### src/rtl/rst_seq.sv
// rst_seq: reset sequencer in front of the dual-clock FIFO reset controller.
// Latency: soft_rst_req -> rst_out high is two edges. Outputs are a registered image of the FSM state.
// Backpressure: none. Requests that arrive outside IDLE are dropped, not queued.
//
// Ports:
//   clk           sequencer clock
//   rst_n         asynchronous active-low reset; its deassertion is synchronized internally
//   soft_rst_req  single-cycle software reset request; only honoured in IDLE
//   dn_busy       asynchronous busy from the downstream controller (OR of its two domain resets)
//   rst_out       active-high reset to the downstream controller
//   busy          high while a sequence is in progress
//   done          one-cycle pulse when a sequence completes
//   ack_err       sticky; downstream handshake timed out (cleared only by rst_n)
//   rst_count     completed sequences, saturating at all-ones
module rst_seq #(
  parameter int MIN_CYCLES     = 16,
  parameter int HOLDOFF_CYCLES = 8,
  parameter int ACK_TIMEOUT    = 1024,
  parameter int SYNC_STAGES    = 3,
  parameter int CNT_W          = 8
) (
  input  logic             clk,
  input  logic             rst_n,
  input  logic             soft_rst_req,
  input  logic             dn_busy,
  output logic             rst_out,
  output logic             busy,
  output logic             done,
  output logic             ack_err,
  output logic [CNT_W-1:0] rst_count
);

  // The shared counter must reach the largest terminal value of any state.
  localparam int MAX_A = (ACK_TIMEOUT > MIN_CYCLES) ? ACK_TIMEOUT : MIN_CYCLES;
  localparam int MAX_C = (MAX_A > HOLDOFF_CYCLES) ? MAX_A : HOLDOFF_CYCLES;
  localparam int CW    = $clog2(MAX_C + 1);

  localparam logic [CW-1:0] CNT_ONE   = CW'(1);
  localparam logic [CW-1:0] MIN_LAST  = CW'(MIN_CYCLES - 1);
  localparam logic [CW-1:0] TO_LAST   = CW'(ACK_TIMEOUT - 1);
  localparam logic [CW-1:0] HOLD_LAST = CW'(HOLDOFF_CYCLES - 1);

  localparam logic [1:0] ST_IDLE    = 2'd0;
  localparam logic [1:0] ST_ASSERT  = 2'd1;
  localparam logic [1:0] ST_RELEASE = 2'd2;
  localparam logic [1:0] ST_HOLDOFF = 2'd3;

  // ------------------------------------------------------------------
  // Synchronizers
  // ------------------------------------------------------------------
  // rst_n assertion is asynchronous; deassertion ripples through a flop chain
  // so the FSM leaves its held state on a clean edge.
  logic [SYNC_STAGES-1:0] rst_sync_q;
  // dn_busy chain resets to ones: after reset we assume the downstream is
  // still in reset until proven otherwise.
  logic [SYNC_STAGES-1:0] dn_sync_q;
  logic                   run;
  logic                   dn_busy_s;

  always_ff @(posedge clk or negedge rst_n) begin
    if (!rst_n) begin
      rst_sync_q <= '0;
      dn_sync_q  <= '1;
    end else begin
      rst_sync_q <= {rst_sync_q[SYNC_STAGES-2:0], 1'b1};
      dn_sync_q  <= {dn_sync_q[SYNC_STAGES-2:0], dn_busy};
    end
  end

  assign run       = rst_sync_q[SYNC_STAGES-1];
  assign dn_busy_s = dn_sync_q[SYNC_STAGES-1];

  // ------------------------------------------------------------------
  // Sequencer FSM
  // ------------------------------------------------------------------
  logic [1:0]    state_q, state_d;
  logic [CW-1:0] cnt_q, cnt_d;
  logic          ack_seen_q, ack_seen_d;
  logic          ack_err_q, ack_err_d;
  logic          enter_idle_q, enter_idle_d;

  always_comb begin
    state_d      = state_q;
    cnt_d        = cnt_q;
    ack_seen_d   = ack_seen_q;
    ack_err_d    = ack_err_q;
    enter_idle_d = 1'b0;

    // Until the reset-release chain is full the FSM is frozen in ASSERT.
    if (run) begin
      cnt_d = cnt_q + CNT_ONE;
      case (state_q)
        ST_IDLE: begin
          cnt_d = '0;
          if (soft_rst_req) begin
            state_d    = ST_ASSERT;
            ack_seen_d = 1'b0;
          end
        end

        ST_ASSERT: begin
          if (dn_busy_s) begin
            ack_seen_d = 1'b1;
          end
          // Normal exit needs both the minimum width and evidence that the
          // downstream actually entered reset. The ack check has priority so
          // a late-but-present ack is never flagged as an error.
          if ((cnt_q >= MIN_LAST) && (ack_seen_q || dn_busy_s)) begin
            state_d = ST_RELEASE;
            cnt_d   = '0;
          end else if (cnt_q >= TO_LAST) begin
            state_d   = ST_RELEASE;
            cnt_d     = '0;
            ack_err_d = 1'b1;
          end
        end

        ST_RELEASE: begin
          if (!dn_busy_s) begin
            state_d = ST_HOLDOFF;
            cnt_d   = '0;
          end else if (cnt_q >= TO_LAST) begin
            state_d   = ST_HOLDOFF;
            cnt_d     = '0;
            ack_err_d = 1'b1;
          end
        end

        ST_HOLDOFF: begin
          // A request arriving on this exit edge is not looked at: only
          // requests sampled while already in IDLE start a sequence.
          if (cnt_q >= HOLD_LAST) begin
            state_d      = ST_IDLE;
            cnt_d        = '0;
            enter_idle_d = 1'b1;
          end
        end

        default: begin
          state_d = ST_ASSERT;
          cnt_d   = '0;
        end
      endcase
    end
  end

  always_ff @(posedge clk or negedge rst_n) begin
    if (!rst_n) begin
      state_q      <= ST_ASSERT;
      cnt_q        <= '0;
      ack_seen_q   <= 1'b0;
      ack_err_q    <= 1'b0;
      enter_idle_q <= 1'b0;
    end else begin
      state_q      <= state_d;
      cnt_q        <= cnt_d;
      ack_seen_q   <= ack_seen_d;
      ack_err_q    <= ack_err_d;
      enter_idle_q <= enter_idle_d;
    end
  end

  // ------------------------------------------------------------------
  // Registered outputs
  // ------------------------------------------------------------------
  // Each output is decoded from the current state and registered, so all of
  // them move together one edge after the state does. done and the count
  // update share that edge with busy falling.
  logic             rst_out_q;
  logic             busy_q;
  logic             done_q;
  logic [CNT_W-1:0] rst_count_q;

  always_ff @(posedge clk or negedge rst_n) begin
    if (!rst_n) begin
      rst_out_q   <= 1'b1;
      busy_q      <= 1'b1;
      done_q      <= 1'b0;
      rst_count_q <= '0;
    end else begin
      rst_out_q <= (state_q == ST_ASSERT);
      busy_q    <= (state_q != ST_IDLE);
      done_q    <= enter_idle_q;
      if (enter_idle_q && (rst_count_q != {CNT_W{1'b1}})) begin
        rst_count_q <= rst_count_q + {{(CNT_W-1){1'b0}}, 1'b1};
      end
    end
  end

  assign rst_out   = rst_out_q;
  assign busy      = busy_q;
  assign done      = done_q;
  assign ack_err   = ack_err_q;
  assign rst_count = rst_count_q;

endmodule

### config.mk
export PLATFORM = sky130hd
export DESIGN_NAME = rst_seq
export DESIGN_NICKNAME = d
export VERILOG_FILES = /design/src/rtl/rst_seq.sv
export SDC_FILE = /design/constraint.sdc
export NUM_CORES = 1
export LEC_CHECK = 0
export ABC_AREA = 1
export CAP_MARGIN = 30
export CORE_AREA = 2 2 64 66
export CTS_BUF_LIST = sky130_fd_sc_hd__clkbuf_8
export CTS_CLUSTER_DIAMETER = 150
export DETAILED_ROUTE_END_ITERATION = 10
export DIE_AREA = 0 0 66 68
export PLACE_DENSITY = 0.65
export SETUP_SLACK_MARGIN = 0.02
export SLEW_MARGIN = 20
export SYNTH_ARGS = -nofsm -noshare
export SYNTH_HDL_FRONTEND = slang
export SYNTH_SLANG_ARGS = --single-unit
### constraint.sdc
create_clock -name clk -period 1.7 [get_ports clk]
set_clock_uncertainty 0.1 [all_clocks]
set_input_delay 0.34 -clock clk [delete_from_list [all_inputs] [get_ports clk]]
set_output_delay 0.34 -clock clk [all_outputs]
set_load 0.01 [all_outputs]
==> results.md, run 1 <==
* Hold EP: rst_sync_q[2]
* Worst Path Arrival at 1.19 ns
* Max-Cap Viols at 0
* Final Cycle Share at 96.05%
* FF+latch count, synth at 33
* Vias in the first global route at 1262
* Clock Tree Buf Depth at 2
* Clock power frac at 33.8%
* CP max FO at 3
* Final setup vio count at 0
* Sw Pwr at 794.6 uW
* Main synth FF type: dfrtp_1
* Finished Cell Area at 2311 um^2
* Synth top area cells: dfrtp_1 (40%), nand2_1 (10%), dfstp_2 (9.2%), nand3_1 (5.6%), inv_1 (4.8%)
* Worst hold start: rst_sync_q[1]
* Yosys cell types at 28
* DR DRC count at 0
* Clock slew at reported path FFs at 0.07 ns
* Synthesized Nets at 208
* Die area at 4488 um^2
* Vias post-DR at 1412
* DRT antenna net count at 0
* Final nets at 250
* Fill count at 347
* Buffers added on ports at 15
* Drt via density at 4.852
* Area share of the largest cell type after synthesis at 39.53%
* Sequential area share after synthesis at 48.76%
* Antenna Cells at 0
* Mapped cell area at 1709 um^2
* Syn Area/Cell at 8.632 um^2
* Post-synthesis async set-or-reset flop share at 100.0%
* Switch share at 30.69%
* Critical path cell sequence: clkdlybuf4s50_1
* Peak Freq at 612.4 MHz
* CORE AREA at 3856 um^2
* H-Tree Depth at 2
* Num ports at 16
* Synth Warn # at 0
* Post-layout util at 59.93%
* Crit path kind: reg2out
* RSZ-0062 raised after global routing: true
* CP delay by family, top: buffers and inverters
* Clock Sink Count at 33
* Hold Path Class: reg2reg
* Area Growth Syn to Fin at 35.21%
* First-pass GRT wire length at 5.506 mm
* Worst R2R Path Depth at 8
* Gp weighted congestion at 0.7962
* Total grt overflow at 0
* Internal power at 1795 uW
* Worst r2r src: state_q[0]
* Crit. End Element: output port
* Sequential Power Share at 36.7%
* Final Hold Viols at 0
* Avg WL per Cell at 12.40 um
* Final min period at 1.633 ns
* Status: finished clean
* Worst path max stage delay at 0.54 ns
* CTS tree: yes
* Leak at 0.001237 uW
* Worst setup SP type: flop
* Tot GR Track Use at 16.60%
* DR pass1 iterations at 4
* Cell count after synthesis at 198
* Die width at 66 um
* Data required, critical path at 1.26 ns
* Hold slack at 0.2525 ns
* Post-placement cell area at 2012 um^2
* Slowest-stage cell, CP: clkdlybuf4s50_1
* Cell area power density at 1120 nW/um^2
* Share of cells above drive strength 1 at 31.95%
* Final-report max-slew violation count at 0
* CTS Buf Count at 5
* Combinational share of power at 29.4%
* Final WL at 3.608 mm
* CTS root buf: clkbuf_8
* Post-DP HPWL at 2.378 mm
* Largest net degree at the start of global routing at 34
* Worst-Skew Late Latency at 0.29 ns
* Starting Density at 44.32%
* Die H at 68 um
* Rows at 23
* Fin Setup TNS at 0 ns
* Initial antenna violation count at 0
* Cell taking the most area after synthesis: dfrtp_1
* Reg2reg end: state_q[1]
* Reg2reg setup slack at 0.09 ns
* Peak supply drop at 0.0005784 V
* Hold depth at 0
* EDFF count, synth at 0
* Initial DRC Count at 44
* Bufs and invs on worst path at 1
[timing repair]
action	in CTS	in global routing
buffers inserted	4	5
pin swaps	0	7
gates resized for setup	6	22
cloned	0	1
endpoints found under the setup margin	10	15
hold buffers	0	0
[through the flow]
| stage | power, uW | instances | setup slack (ns) |
|---|---|---|---|
| floorplan | 1373 | 198 | 0.08008 |
| global placement | 1620 | 273 | 0.01680 |
| detailed placement | 1630 | 273 | -0.004210 |
| CTS | 2500 | 285 | 0.02444 |
| global route | 2723 | 291 | -0.007929 |
| finish | 2589 | 291 | 0.06710 |
[cells by family after synthesis]
| family | Yosys count | synth area share, % |
|---|---|---|
| and+or+nand+nor | 106 | 31.04 |
| adders and majority gates | 6 | 4.392 |
| AOI/OAI and AO/OA | 13 | 4.539 |
| other | 1 | 0.2194 |
| buffers and inverters | 31 | 6.954 |
| xor gates and xnor gates | 8 | 4.100 |
| DFF | 33 | 48.76 |
[placed cells by master (no fill, tap or decap), types with 3 or more instances in the layout]
cell type | Yosys | layout
buf_4 | 0 | 18
clkbuf_8 | 0 | 5
clkdlybuf4s50_1 | 0 | 9
dfrtp_1 | 27 | 24
dfrtp_2 | 0 | 3
dfstp_2 | 6 | 6
dlygate4sd2_1 | 0 | 5
ha_1 | 6 | 4
inv_1 | 22 | 22
inv_2 | 7 | 7
nand2_1 | 47 | 45
nand2_2 | 10 | 8
nand2_4 | 2 | 6
nand3_1 | 19 | 19
nand4_1 | 5 | 5
nor2_1 | 10 | 9
nor2_2 | 6 | 3
nor2_4 | 1 | 5
o21ai_0 | 3 | 3
o21ai_1 | 4 | 3
xnor2_1 | 3 | 3
xor2_1 | 5 | 5
[power by group through the flow]
stage               registers, uW  logic [uW]  clock network [uW]
CTS                           950         653                 897
global route                  960         844                 920
global placement              959         661                   0
detailed placement            965         666                   0
floorplan                     973         400                   0
finish                        951         762                 876
[layer usage]
metal  part of all wire [%]  track usage [%]  vias to the layer above
met5                      0                0                        -
met4                    2.0            8.418                        0
met3                    2.9            4.441                        5
met2                     48            26.26                       16
met1                     48            21.09                      685
li1                       -                -                      706
[state kept, by name, summed over array words and instances, names as in the netlist]
register,flops
ack_err,1
enter_idle_q,1
rst_out,1
rst_sync_q,3
dn_sync_q,3
busy,1
cnt_q,11
state_q,2
ack_seen_q,1
rst_count,8
done,1
[cell type report]
type	count	area (um^2)	area share, %
clock buffers	5	68.82	2.978
clock inverters	3	65.06	2.815
inverters	30	115.1	4.981
multi-input cells	135	849.6	36.76
flip-flops and latches	33	837.1	36.22
well taps	50	62.56	2.707
repair buffers	35	312.8	13.54
[synthesized netlist by cell type (2+ instances only)]
library cell and instances:
o211ai_1 2, o21ai_0 3, inv_1 22, nand3_1 19
nand3_2 3, dfstp_2 6, nand2_1 47, nand4_1 5
a21oi_1 2, xor2_1 5, dfrtp_1 27, nor2_1 10
nand2_2 10, nand2_4 2, xnor2_1 3, ha_1 6
inv_2 7, nor2_2 6, o21ai_1 4
[worst max-delay path by stage]
stage | end | cells after the start | start | slack (ns)
after CTS | rst_count[7] | 11 | rst_count[1] | 0.02
after global routing | cnt_q[7] | 12 | cnt_q[1] | -0.008
after global placement | rst_count[7] | 11 | rst_count[1] | 0.02
final | rst_count[4] | 1 | rst_count[4] | 0.07
after floorplan | rst_count[7] | 11 | rst_count[0] | 0.08
after detailed placement | rst_count[7] | 11 | rst_count[1] | -0.004
Power figures use the tool's default switching activity.
==> inputs of run 2 (changes only) <==
CORE_AREA = 2 2 86 88   (was 2 2 64 66)
DIE_AREA = 0 0 88 90   (was 0 0 66 68)
PLACE_DENSITY = default   (was 0.65)
SKIP_LAST_GASP = 1   (was default)
==> run 2 against run 1 <==
- global-route usage down 6.7 points
- first-iteration DRC count is 45% higher
- die area increased by 76%
- utilization is 26 points lower
- sequential share of layout area shrank 0.81 points
- combinational power up 8.7%
- total power fell by 8.5%
- largest power group unchanged
- highest routed layer unchanged
==> results.md, run 2 (same netlist as run 1, synthesis figures left out) <==
* Post-DP HPWL at 2.509 mm
* Antenna Cells at 0
* Met2 usage at 15.78%
* Combinational share of power at 34.9%
* H-Tree Depth at 2
* Clock Sink Count at 33
* Clock slew at reported path FFs at 0.07 ns
* Fin Setup TNS at 0 ns
* Pwr Total at 2369 uW
* Cell area power density at 1001 nW/um^2
* Worst r2r src: cnt_q[1]
* Post-placement cell area at 2051 um^2
* Crit. End Element: flop
* Leading cell types in the layout, fill and taps excluded: nand2_1 (43), dfrtp_1 (23), inv_1 (21), buf_4 (16), nand3_1 (12)
* Buffers added on ports at 15
* Die area at 7920 um^2
* Hold Path Class: reg2reg
* Drt via density at 4.100
* Vias post-DR at 1390
* Reg2reg end: cnt_q[7]
* Hold EP: rst_sync_q[1]
* Most common library cell in the layout ignoring fill and taps: nand2_1
* Area Growth Syn to Fin at 38.51%
* Gr busiest metal: met2
* Largest reg by FF count: cnt_q
* Final Cycle Share at 98.13%
* Cell count after placement at 319
* Sequential Power Share at 40.5%
* CTS Buf Count at 5
* Leak at 0.001207 uW
* DR pass1 iterations at 4
* Worst-Skew Late Latency at 0.29 ns
* Share of cells above drive strength 1 at 35.83%
* Hold slack at 0.2486 ns
* Status: finished clean
* Hold depth at 0
* Final-report max-slew violation count at 0
* Final nets at 249
* Switch share at 36.33%
* Peak supply drop at 0.0002795 V
* Gp weighted congestion at 0.8139
* Register area at 838.3 um^2
* Die width at 88 um
* Max-Cap Viols at 0
* Data required, critical path at 1.82 ns
* Max reg flops at 11
* Avg WL per Cell at 11.17 um
* Tot GR Track Use at 9.908%
* Worst R2R Path Depth at 12
* Worst setup SP type: flop
* DR DRC count at 0
* DRT antenna net count at 0
* Rows at 31
* Final setup vio count at 0
* First-pass GRT wire length at 6.058 mm
* Largest net degree at the start of global routing at 34
* RSZ-0062 raised after global routing: true
* Starting Density at 24.35%
* CTS hold repair buffers at 0
* Initial DRC Count at 64
* Peak Freq at 599.5 MHz
* Clock Tree Buf Depth at 2
* Total grt overflow at 0
* Die H at 90 um
* CTS tree: yes
* Crit path kind: reg2reg
* Internal power at 1508 uW
* Fill count at 738
* Vias in the first global route at 1324
* Worst hold start: rst_sync_q[0]
* Met3 Track Usage GR at 3.306%
* Multi-input gate area at 895.9 um^2
* Slowest-stage cell, CP: dfrtp_1
* Final WL at 3.788 mm
* Final Hold Viols at 0
* Clock power frac at 24.5%
* CP max FO at 5
* Reg2reg setup slack at 0.03 ns
* Worst Path Arrival at 1.79 ns
* Finished Cell Area at 2367 um^2
* CORE AREA at 7020 um^2
* Initial antenna violation count at 0
* Final min period at 1.668 ns
* Worst path max stage delay at 0.43 ns
* Sw Pwr at 860.7 uW
* Critical path cell sequence: ha_4, nand2_4, inv_4, nand2_4, nand4_4, nand2_2, nand2_2, nand2_2, nand2_4, nand2_8, nand3_2, nand2_1
* M1 GR Usage at 11.70%
* Cell Count, Final, Fillers Out at 339
* Num ports at 16
* CTS root buf: clkbuf_8
[run 2: cell count changes in the layout (fill, tap and decap cells not counted), sizes merged]
cell	delta
clkinv	+1
dlygate4sd2	+1
clkinvlp	+1
dlymetal6s2s	-1
bufinv	-2
buf	-1
[run 2: layer usage]
layer	up-vias	part of all wire [%]
li1	705	-
met1	665	44
met2	14	51
met3	6	3.0
met4	0	2.1
met5	-	0
[run 2: worst max-delay path by stage]
stage                       from      endpoint  slack [ns]  depth (start not counted)
floorplan           rst_count[0]  rst_count[7]        0.08                         11
global placement        cnt_q[1]      cnt_q[2]        0.02                         12
detailed placement      cnt_q[0]      cnt_q[4]       0.004                         12
CTS                 rst_count[0]  rst_count[7]        0.03                         11
global route            cnt_q[1]      cnt_q[7]       -0.05                         12
finish                  cnt_q[1]      cnt_q[7]        0.03                         12
[run 2: cell type report]
| cell class | instances | area share [%] |
|---|---|---|
| inverters | 30 | 4.968 |
| multi-input cells | 135 | 37.84 |
| clock buffers | 5 | 2.907 |
| clock inverters | 3 | 0.7400 |
| repair buffers | 34 | 12.90 |
| flip-flops and latches | 33 | 35.41 |
| well taps | 99 | 5.233 |
[run 2: power by group through the flow]
stage | registers (uW) | logic, uW | clock network, uW
after global placement | 964 | 640 | 0
after global routing | 971 | 916 | 636
after detailed placement | 967 | 648 | 0
final | 960 | 828 | 581
after CTS | 950 | 660 | 606
after floorplan | 973 | 400 | 0
[run 2: stage by stage]
step	worst slack [ns]	util, %
6_report	0.03187	33.72
3_5_place_dp	0.003987	29.21
2_1_floorplan	0.08008	-
5_1_grt	-0.05002	33.72
4_1_cts	0.03287	30.85
3_3_place_gp	0.01958	29.21
[run 2: repair_timing]
action                     CTS  global route
setup buffers                3             8
gates resized for setup     10            31
pin swaps                    0            11
gates cloned                 0             1
setup endpoints to repair   18            15
[run 2: worst max-delay path: cells and delay by family, from the launching register on]
kind                     cells  cell delay (ns)
adder cells (fa/ha/maj)      1             0.19
flip-flops                   1             0.43
AND/OR/NAND/NOR             10             0.84
buffers and inverters        1             0.04
==> inputs of run 3 (changes only) <==
CORE_AREA = 3 3 74 104   (was 2 2 86 88)
DIE_AREA = 0 0 77 107   (was 0 0 88 90)
clock period = 2.1 ns   (was 1.7 ns; I/O delays follow)
==> run 3 against run 2 <==
- count of clock-buffer cells in the layout did not move
- setup slack gained 0.23 ns
- sequential share of layout area increased by 3.9 points
- first-iteration DRC count fell by 28%
- utilization fell by 2.9 points
- critical path depth decreased by 11
- sequential power fell by 19%
==> results.md, run 3 (same netlist as run 1, synthesis figures left out) <==
* Crit. End Element: output port
* Leading cell types in the layout, fill and taps excluded: nand2_1 (47), dfrtp_1 (27), inv_1 (22), nand3_1 (19), clkdlybuf4s50_1 (15)
* Most common library cell in the layout ignoring fill and taps: nand2_1
* CP delay by family, top: buffers and inverters
* Largest net degree at the start of global routing at 34
* Starting Density at 24.80%
* DR DRC count at 0
* Final min period at 1.842 ns
* Internal power at 1382 uW
* Rows at 36
* Avg WL per Cell at 10.62 um
* Critical path cell sequence: clkdlybuf4s50_1
* Data required, critical path at 1.58 ns
* Die width at 77 um
* Worst-Skew Late Latency at 0.29 ns
* Final Cycle Share at 87.71%
* Final setup vio count at 0
* Initial antenna violation count at 0
* Drt via density at 4.142
* Switch share at 29.81%
* CP max FO at 1
* Worst Path Arrival at 1.32 ns
* Initial DRC Count at 46
* CTS root buf: clkbuf_8
* Sequential Power Share at 39.6%
* Clock slew at reported path FFs at 0.07 ns
* CORE AREA at 6892 um^2
* Die area at 8239 um^2
* Combinational share of power at 24.1%
* RSZ-0062 raised after global routing: false
* DR pass1 iterations at 4
* CTS hold repair buffers at 0
* Status: finished clean
* Post-placement cell area at 1988 um^2
* Gp weighted congestion at 0.8028
* Largest reg by FF count: cnt_q
* Crit path kind: reg2out
* Antenna Cells at 0
* Peak supply drop at 0.0004267 V
* Max-Cap Viols at 0
* First-pass GRT wire length at 5.878 mm
* Bufs and invs on worst path at 1
* Hold slack at 0.2556 ns
* Vias in the first global route at 1368
* Die H at 107 um
* Peak Freq at 542.9 MHz
* Slowest-stage cell, CP: clkdlybuf4s50_1
* Final WL at 3.367 mm
* Final nets at 231
* Finished Cell Area at 2122 um^2
* Worst path max stage delay at 0.52 ns
* Tot GR Track Use at 8.791%
* Vias post-DR at 1313
* Clock power frac at 36.3%
* Max reg flops at 11
* CTS-repair resized insts at 0
* Share of cells above drive strength 1 at 22.07%
* Worst setup SP type: flop
* Clock Sink Count at 33
* H-Tree Depth at 2
* Cell count after placement at 309
* Leak at 0.001048 uW
* Num ports at 16
* Final-report max-slew violation count at 0
* Hold Path Class: reg2reg
* Fin Setup TNS at 0 ns
* Cell area power density at 927.7 nW/um^2
* Buffers added on ports at 15
* Post-DP HPWL at 2.401 mm
* DRT antenna net count at 0
* Post-CTS setup buffers at 0
* CTS tree: yes
* Area Growth Syn to Fin at 24.16%
* Clock Tree Buf Depth at 2
* Total grt overflow at 0
* Cell Count, Final, Fillers Out at 317
* CTS Buf Count at 5
* Sw Pwr at 586.9 uW
* Final Hold Viols at 0
## run 3: area by class of cell
class                   instances  area, um^2
fillers                       705        4770
repair buffers                 17       165.2
inverters                      30       113.9
well taps                      95       118.9
flip-flops and latches         33       833.3
clock buffers                   5       68.82
multi-input cells             134       757.0
clock inverters                 3       65.06
## run 3: path summary, 6_finish.rpt
check / start / to / slack, ns / cells after the start
max reg2reg: cnt_q[0] / cnt_q[2] / 0.31 / 12
min: rst_sync_q[1] / rst_sync_q[2] / 0.26 / 0
min reg2reg: rst_sync_q[1] / rst_sync_q[2] / 0.26 / 0
max in group asynchronous: rst_n / rst_out / 1.14 / 2
min in group asynchronous: rst_n / rst_sync_q[0] / 0.43 / 2
max: rst_out / rst_out / 0.26 / 1
## run 3: per-layer routing
metal	vias to the layer above	routed length, um	global-route usage, %
li1	666	-	-
met1	620	1465	10.26
met2	19	1732	15.46
met3	8	95	1.933
met4	0	72	3.690
met5	-	0	0
## run 3: power by group through the flow
stage / sequential [uW] / clock (uW) / combinational [uW]
floorplan: 788 / 0 / 323
global placement: 788 / 0 / 474
detailed placement: 791 / 0 / 480
CTS: 779 / 730 / 483
global route: 790 / 755 / 543
finish: 780 / 715 / 474
## run 3: per-stage QoR
| step | util (%) | setup slack, ns | total power [uW] |
|---|---|---|---|
| floorplan | - | 0.4801 | 1111 |
| global placement | 28.85 | 0.3123 | 1262 |
| detailed placement | 28.85 | 0.3095 | 1271 |
| CTS | 30.79 | 0.2464 | 1992 |
| global route | 30.79 | 0.1432 | 2087 |
| finish | 30.79 | 0.2580 | 1969 |
